### src/rtl/c17_pipe.sv
// ----------------------------------------------------------------------------
// c17_pipe
//   LANES independent copies of the ISCAS c17 benchmark datapath, with up to
//   three optional register stages: S0 on the primary inputs, S1 on the
//   internal nets n8/n10/n12, and S2 on the primary outputs. Stages are joined
//   by a valid/ready handshake. Each stage has a single valid bit and collapses
//   bubbles. A free-running counter records completed output handshakes.
//
// Handshake: a beat moves across a boundary on a posedge where valid and
//   ready are both 1. ready_k = ~valid_k | ready_{k+1}. A stage that is empty,
//   or whose downstream is taking its beat, may load. A loaded bubble leaves
//   the stage's data register unchanged. in_ready never depends on in_valid.
//
// Ports
//   clock            : single clock, all state on posedge
//   reset            : asynchronous, active-high, clears all state
//   in_valid/in_ready: input-side handshake
//   _1,_2,_3,_6,_7   : c17 primary inputs, bit i belongs to lane i
//   out_valid/out_ready : output-side handshake
//   _22,_23          : c17 primary outputs, bit i belongs to lane i
//   xfer_count       : completed output handshakes, modulo 2^CNT_W
// ----------------------------------------------------------------------------
module c17_pipe #(
   parameter int LANES   = 4,
   parameter int IN_REG  = 1,
   parameter int MID_REG = 1,
   parameter int OUT_REG = 1,
   parameter int CNT_W   = 16
) (
   input  logic             clock,
   input  logic             reset,
   input  logic             in_valid,
   output logic             in_ready,
   input  logic [LANES-1:0] _1,
   input  logic [LANES-1:0] _2,
   input  logic [LANES-1:0] _3,
   input  logic [LANES-1:0] _6,
   input  logic [LANES-1:0] _7,
   output logic             out_valid,
   input  logic             out_ready,
   output logic [LANES-1:0] _22,
   output logic [LANES-1:0] _23,
   output logic [CNT_W-1:0] xfer_count
);

   // Stage-boundary views. Each one comes from a register when the stage is
   // enabled and from its upstream source when it is not.
   logic [5*LANES-1:0] w_s0_in, w_s0_d;
   logic [3*LANES-1:0] w_s1_in, w_s1_d;
   logic [2*LANES-1:0] w_s2_in, w_s2_d;
   logic               w_s0_v, w_s1_v, w_s2_v;
   logic               w_s0_rdy, w_s1_rdy, w_s2_rdy;

   // Per-lane nets. Each is a LANES-wide vector, so bitwise operators keep
   // the lanes independent.
   logic [LANES-1:0] w_a1, w_a2, w_a3, w_a6, w_a7;
   logic [LANES-1:0] w_n9, w_n8, w_n10, w_n12;
   logic [LANES-1:0] w_b8, w_b10, w_b12;
   logic [LANES-1:0] w_o22, w_o23;

   assign w_s0_in = {_7, _6, _3, _2, _1};

   // ---------------- S0 : primary inputs ----------------
   if (IN_REG != 0) begin : g_s0
      logic               r_v;
      logic [5*LANES-1:0] r_d;
      always_ff @(posedge clock or posedge reset) begin
         if (reset) begin
            r_v <= 1'b0;
            r_d <= '0;
         end else if (w_s0_rdy) begin
            r_v <= in_valid;
            if (in_valid) r_d <= w_s0_in;
         end
      end
      assign w_s0_v   = r_v;
      assign w_s0_d   = r_d;
      assign w_s0_rdy = ~r_v | w_s1_rdy;
   end else begin : g_s0_bypass
      assign w_s0_v   = in_valid;
      assign w_s0_d   = w_s0_in;
      assign w_s0_rdy = w_s1_rdy;
   end

   // First half of c17: n8, n10 and n12 (n9 is only needed locally).
   assign w_a1    = w_s0_d[0*LANES +: LANES];
   assign w_a2    = w_s0_d[1*LANES +: LANES];
   assign w_a3    = w_s0_d[2*LANES +: LANES];
   assign w_a6    = w_s0_d[3*LANES +: LANES];
   assign w_a7    = w_s0_d[4*LANES +: LANES];
   assign w_n9    = w_a3 & w_a6;
   assign w_n8    = w_a1 & w_a3;
   assign w_n10   = w_a2 & ~w_n9;
   assign w_n12   = w_a7 & ~w_n9;
   assign w_s1_in = {w_n12, w_n10, w_n8};

   // ---------------- S1 : internal nets ----------------
   if (MID_REG != 0) begin : g_s1
      logic               r_v;
      logic [3*LANES-1:0] r_d;
      always_ff @(posedge clock or posedge reset) begin
         if (reset) begin
            r_v <= 1'b0;
            r_d <= '0;
         end else if (w_s1_rdy) begin
            r_v <= w_s0_v;
            if (w_s0_v) r_d <= w_s1_in;
         end
      end
      assign w_s1_v   = r_v;
      assign w_s1_d   = r_d;
      assign w_s1_rdy = ~r_v | w_s2_rdy;
   end else begin : g_s1_bypass
      assign w_s1_v   = w_s0_v;
      assign w_s1_d   = w_s1_in;
      assign w_s1_rdy = w_s2_rdy;
   end

   // Second half of c17: the primary outputs.
   assign w_b8    = w_s1_d[0*LANES +: LANES];
   assign w_b10   = w_s1_d[1*LANES +: LANES];
   assign w_b12   = w_s1_d[2*LANES +: LANES];
   assign w_o22   = w_b8 | w_b10;
   assign w_o23   = w_b10 | w_b12;
   assign w_s2_in = {w_o23, w_o22};

   // ---------------- S2 : primary outputs ----------------
   if (OUT_REG != 0) begin : g_s2
      logic               r_v;
      logic [2*LANES-1:0] r_d;
      always_ff @(posedge clock or posedge reset) begin
         if (reset) begin
            r_v <= 1'b0;
            r_d <= '0;
         end else if (w_s2_rdy) begin
            r_v <= w_s1_v;
            if (w_s1_v) r_d <= w_s2_in;
         end
      end
      assign w_s2_v   = r_v;
      assign w_s2_d   = r_d;
      assign w_s2_rdy = ~r_v | out_ready;
   end else begin : g_s2_bypass
      assign w_s2_v   = w_s1_v;
      assign w_s2_d   = w_s2_in;
      assign w_s2_rdy = out_ready;
   end

   assign in_ready  = w_s0_rdy;
   assign out_valid = w_s2_v;
   assign _22       = w_s2_d[0*LANES +: LANES];
   assign _23       = w_s2_d[1*LANES +: LANES];

   // Output handshake counter. It wraps naturally at 2^CNT_W.
   logic [CNT_W-1:0] r_xfer_count;
   always_ff @(posedge clock or posedge reset) begin
      if (reset)                       r_xfer_count <= '0;
      else if (out_valid && out_ready) r_xfer_count <= r_xfer_count + 1'b1;
   end
   assign xfer_count = r_xfer_count;

endmodule

### config.mk
export PLATFORM = sky130hd
export DESIGN_NAME = c17_pipe
export DESIGN_NICKNAME = d
export VERILOG_FILES = /design/src/rtl/c17_pipe.sv
export SDC_FILE = /design/constraint.sdc
export NUM_CORES = 1
export LEC_CHECK = 0
export CELL_PAD_IN_SITES_DETAIL_PLACEMENT = 1
export CELL_PAD_IN_SITES_GLOBAL_PLACEMENT = 2
export CORE_ASPECT_RATIO = 0.75
export CORE_UTILIZATION = 29
export DETAILED_ROUTE_END_ITERATION = 8
export GPL_TIMING_DRIVEN = 0
export PLACE_DENSITY = 0.85
export SYNTH_ARGS = -nofsm -noshare
export SYNTH_HDL_FRONTEND = slang
export SYNTH_SLANG_ARGS = --single-unit
export TNS_END_PERCENT = 20
### constraint.sdc
create_clock -name clock -period 2.1 [get_ports clock]
set_input_delay 0.525 -clock clock [delete_from_list [all_inputs] [get_ports clock]]
set_output_delay 0.525 -clock clock [all_outputs]
set_load 0.03 [all_outputs]
; ---- Yosys cells after proc, flatten, opt, wreduce, memory -nomap -nowiden
; Index checks and enable logic that the tools add are counted.
; Widths: inputs -> output; s select.
[word_totals]
in_bits = 24
wordCells = 25
output_inout_bits = 26
register_bits = 59
[op_classes]
addsub = 1
reduce_logical = 4
n_bitwise = 13
[ops]
columns = op, count
row1 = $add 16x1->16 const B, 1
row2 = $and 4x4->4, 4
row3 = $or 4x4->4, 2
row4 = $reduce_and 2->1, 3
row5 = $not 4->4, 1
row6 = $not 1->1, 3
row7 = $or 1x1->1, 3
row8 = $logic_and 1x1->1, 1

; ---- Logic depth before layout (Yosys ltp)
[depth]
word_depth = 5
depth_mapped = 6
mapped_depth_nobuf = 5

; ---- Least setup slack after synthesis
; No wires, ideal clock.
[synth_timing]
kind = register to register
start = register g_s2.r_v (netlist: out_valid)
end = register g_s0.r_d[0]
arrival_ns = 1.689
path_stages_with_launch = 6
path_buffers = 1
synth_period_minus_slack_ns = 1.814
setup_ns = 0.125
slack_ns = 0.286
required_time_ns = 1.975
path_cell_list = dfrtp_1 -> and3b_1 -> nand2_1 -> nand2_1 -> buf_2 -> mux2_2
[synth_between]
elab_chain_len = 5
[synth_lines]
columns = element, line_no
row1 = start: declaration, 129  ; logic r_v;
row2 = start signal: assignment, 136  ; r_v <= w_s1_v;
row3 = $not 1->1, 142  ; assign w_s2_rdy = ~r_v | out_ready;
row4 = $or 1x1->1, 142
row5 = $or 1x1->1, 112  ; assign w_s1_rdy = ~r_v | w_s2_rdy;
row6 = $or 1x1->1, 78  ; assign w_s0_rdy = ~r_v | w_s1_rdy;
row7 = via in_ready, 33  ; output logic in_ready,
row8 = $reduce_and 2->1 (no line), n/a
row9 = end signal: assignment, 73  ; if (in_valid) r_d <= w_s0_in;
row10 = end: declaration, 66  ; logic [5*LANES-1:0] r_d;
; The timed path passes the listed nets, and every way through them passes these cells.
; A chain may end at the register's enable or synchronous reset.

; ---- Worst setup path after layout
[layout_timing]
start = register r_xfer_count[7] (netlist: xfer_count[7])
end = output xfer_count[7]
[layout_rtl]
columns = element, line_no
row1 = start: declaration, 155  ; logic [CNT_W-1:0] r_xfer_count;
row2 = start signal: assignment, 158  ; else if (out_valid && out_ready) r_xfer_count <= r_xfer_count + 1'b1;
row3 = end: declaration, 43  ; output logic [CNT_W-1:0] xfer_count
; No word-level cell between the ends.

==> flow_metrics.env <==
export IMPL_p_leak_nw=1.43
export IMPL_cts_tree="yes"
export IMPL_cts_root_buffer="clkbuf_8"
export IMPL_synth_seq_cells=59
export IMPL_path_class="reg2out"
export IMPL_synth_area_per_cell_um2=11.4
export IMPL_numCtsBuffers=9
export IMPL_skew_ns=0.00937
export IMPL_min_to="out_valid"
export IMPL_ys_top_cells_by_area="dfrtp_1 (63%), mux2_2 (10%), nand2_1 (6.0%)"
export IMPL_gp_congestion=0.693
export IMPL_dp_hpwl_mm=3.59
export IMPL_yosysWarnings=0
export IMPL_postLayoutCoreUtil=0.406
export IMPL_row_count=28
export IMPL_fmax_mhz=492
export IMPL_fillCellCount=880
export IMPL_io_pins=50
export IMPL_htreeDepth=3
export IMPL_syn_area_um2=2360
export IMPL_clock_sinks=59
export IMPL_reg2regPathDepth=4
export IMPL_clk_pin_slew_ns=0.07
export IMPL_finalMaxSlewViolations=0
export IMPL_multi_input_area_um2=845
export IMPL_r2r_start="out_valid"
export IMPL_worstHoldStart="g_s1.r_v"
export IMPL_die_h_um=80.1
export IMPL_layout_common_cells="dfrtp_1 (59), clkdlybuf4s50_1 (45), nand2_1 (38)"
export IMPL_drcViolationCount=1
export IMPL_setup_violations_final=0
export IMPL_synthCells=206
export IMPL_clk_latency_ns=0.34
export IMPL_min_path_cells=1
export IMPL_netlist_cell_type_count=22
export IMPL_whs_ns=0.471
export IMPL_diodes=0
export IMPL_drt_iter0_markers=31
export IMPL_slowest_stage="clkdlybuf4s50_1"
export IMPL_final_common_cell="dfrtp_1"
export IMPL_floorplan_initialDensity=0.299
export IMPL_die_w_um=106
export IMPL_status="finished, violations left"
export IMPL_crit_chain="clkdlybuf4s50_1"
export IMPL_vias=1616
export IMPL_yosysSeqAreaShare=0.626
export IMPL_power_density_nw_per_um2=1090
export IMPL_wl_mm=4.84
export IMPL_critPathMaxStageDelay_ns=0.71
export IMPL_endpoint_kind="primary output"
export IMPL_max_cap_viol_count=0
export IMPL_relSlewSlack=0.643
export IMPL_antenna_left=0
export IMPL_setup_ws_ns=0.0674
export IMPL_critPathArrivalTime_ns=1.51
export IMPL_yosysTopAreaCellShare=0.626
export IMPL_hold_buffers=0
export IMPL_hold_violations=0
export IMPL_violations="design-rule violations"
export IMPL_gr_usage_all_layers=0.130
export IMPL_placedInstanceArea_um2=3000
export IMPL_r2r_slack_ns=0.51
export IMPL_grt_max_degree=37
export IMPL_drt_pass1_iter_count=6
export IMPL_postLayoutCellArea_um2=3200
export IMPL_cpLargestDelayFamily="buffers and inverters"
export IMPL_rsz0062_at_grt="false"
export IMPL_cts_buffer_depth=2
export IMPL_crit_cells=1
export IMPL_post_place_ws_ns=-0.490
export IMPL_first_global_vias=1656
export IMPL_ff_latch_area_um2=1480
export IMPL_cp_max_fo=5
export IMPL_layout_drive_gt1_share=0.176
export IMPL_syn_to_final_growth_pct=35.8
export IMPL_path_buf_inv=1
export IMPL_worst_slew_pin_slew_ns=0.535
export IMPL_reg2reg_to="xfer_count[15]"
export IMPL_final_period_utilization=0.968
export IMPL_design_core_area_um2=7880
export IMPL_power_mw=3.48
export IMPL_fin_nets=292
export IMPL_wl_per_cell_um=12.8
export IMPL_dieArea_um2=8500
export IMPL_cts_setup_buffers=0
export IMPL_syn_nets=231
export IMPL_grt_overflow_total=0
export IMPL_min_period_ns=2.03
export IMPL_vdd_drop_max_v=0.000317
export IMPL_port_buffers=49
export IMPL_cp_start_kind="flip-flop"
export IMPL_critPathRequiredTime_ns=1.57
export IMPL_grt_pass1_wl_mm=8.18
export IMPL_netlist_top_cell_by_area="dfrtp_1"
export IMPL_vias_per_cell=4.29
export IMPL_min_path_type="reg2reg"
export IMPL_antenna_found_initial=0
-- worst max path at each step --
stage	startpoint	endpoint	slack [ns]
6_report	xfer_count[7]	xfer_count[7]	0.07
2_1_floorplan	reset	g_s0.r_d[0]	0.12
3_5_place_dp	out_ready	in_ready	-0.49
5_1_grt	xfer_count[7]	xfer_count[7]	0.03
4_1_cts	out_ready	in_ready	0.005
3_3_place_gp	reset	g_s0.r_d[0]	-0.96
-- final cells by class --
type | count | area share
Sequential cell | 59 | 0.461
Multi-Input combinational cell | 138 | 0.264
Timing Repair Buffer | 50 | 0.160
Tap cell | 105 | 0.0410
Clock buffer | 9 | 0.0387
Clock inverter | 7 | 0.0238
Buffer | 6 | 0.00821
Inverter | 3 | 0.00352
-- cells by family (layout without fill, tap and decap cells) --
kind of cell               after synthesis  in the layout  share of synthesized area
muxes                                   21             21                      0.100
DFF                                     59             59                      0.626
buffers and inverters                    9             75                     0.0159
xor gates and xnor gates                15             15                     0.0557
AOI/OAI and AO/OA                       20             20                     0.0424
and+or+nand+nor                         81             81                      0.154
adders and majority gates                1              1                    0.00530
-- synthesized netlist by cell type --
cell type,count
or2_2,2
buf_2,3
nand2_1,38
or4_4,1
mux2_2,21
xor2_1,7
nand3_1,4
dfrtp_1,59
a21oi_1,8
and3b_1,1
nand4_2,1
ha_1,1
clkbuf_1,3
inv_1,3
nand2b_1,4
nand4_1,3
and3_1,1
o21ai_0,12
and4_2,1
and2_1,1
xnor2_1,8
nor2_1,24
-- through the flow --
stage	TNS, ns	cells
final	0	377
after global routing	0	377
after CTS	0	377
after detailed placement	-3.39	361
after global placement	-59.71	360
after floorplan	0	206
-- what timing repair did --
action / CTS / global route
hold endpoints to repair: 0 / 0
gates resized for setup: 7 / 2
endpoints found under the setup margin: 2 / 2
-- metal layers --
metal	vias up	track usage	wire length, µm
met1	765	0.175	2400
met3	3	0.0487	230
met4	0	0.0500	29
li1	802	-	-
met5	-	0	0
met2	46	0.188	2180
-- power by group --
part | internal (mW) | leakage [nW] | switching, mW
sequential | 1.37 | 0.719 | 0.176
clock | 0.552 | 0.0958 | 0.483
combinational | 0.409 | 0.618 | 0.492
total | 2.33 | 1.43 | 1.15
-- sequential cells by signal, indices dropped and copies added, names as in the netlist --
name,cells
g_s0.r_d,20
xfer_count,16
g_s1.r_d,12
g_s2.r_d,8
g_s0.r_v,1
g_s1.r_v,1
out_valid,1
No activity file was read; power rests on OpenSTA's default activity.
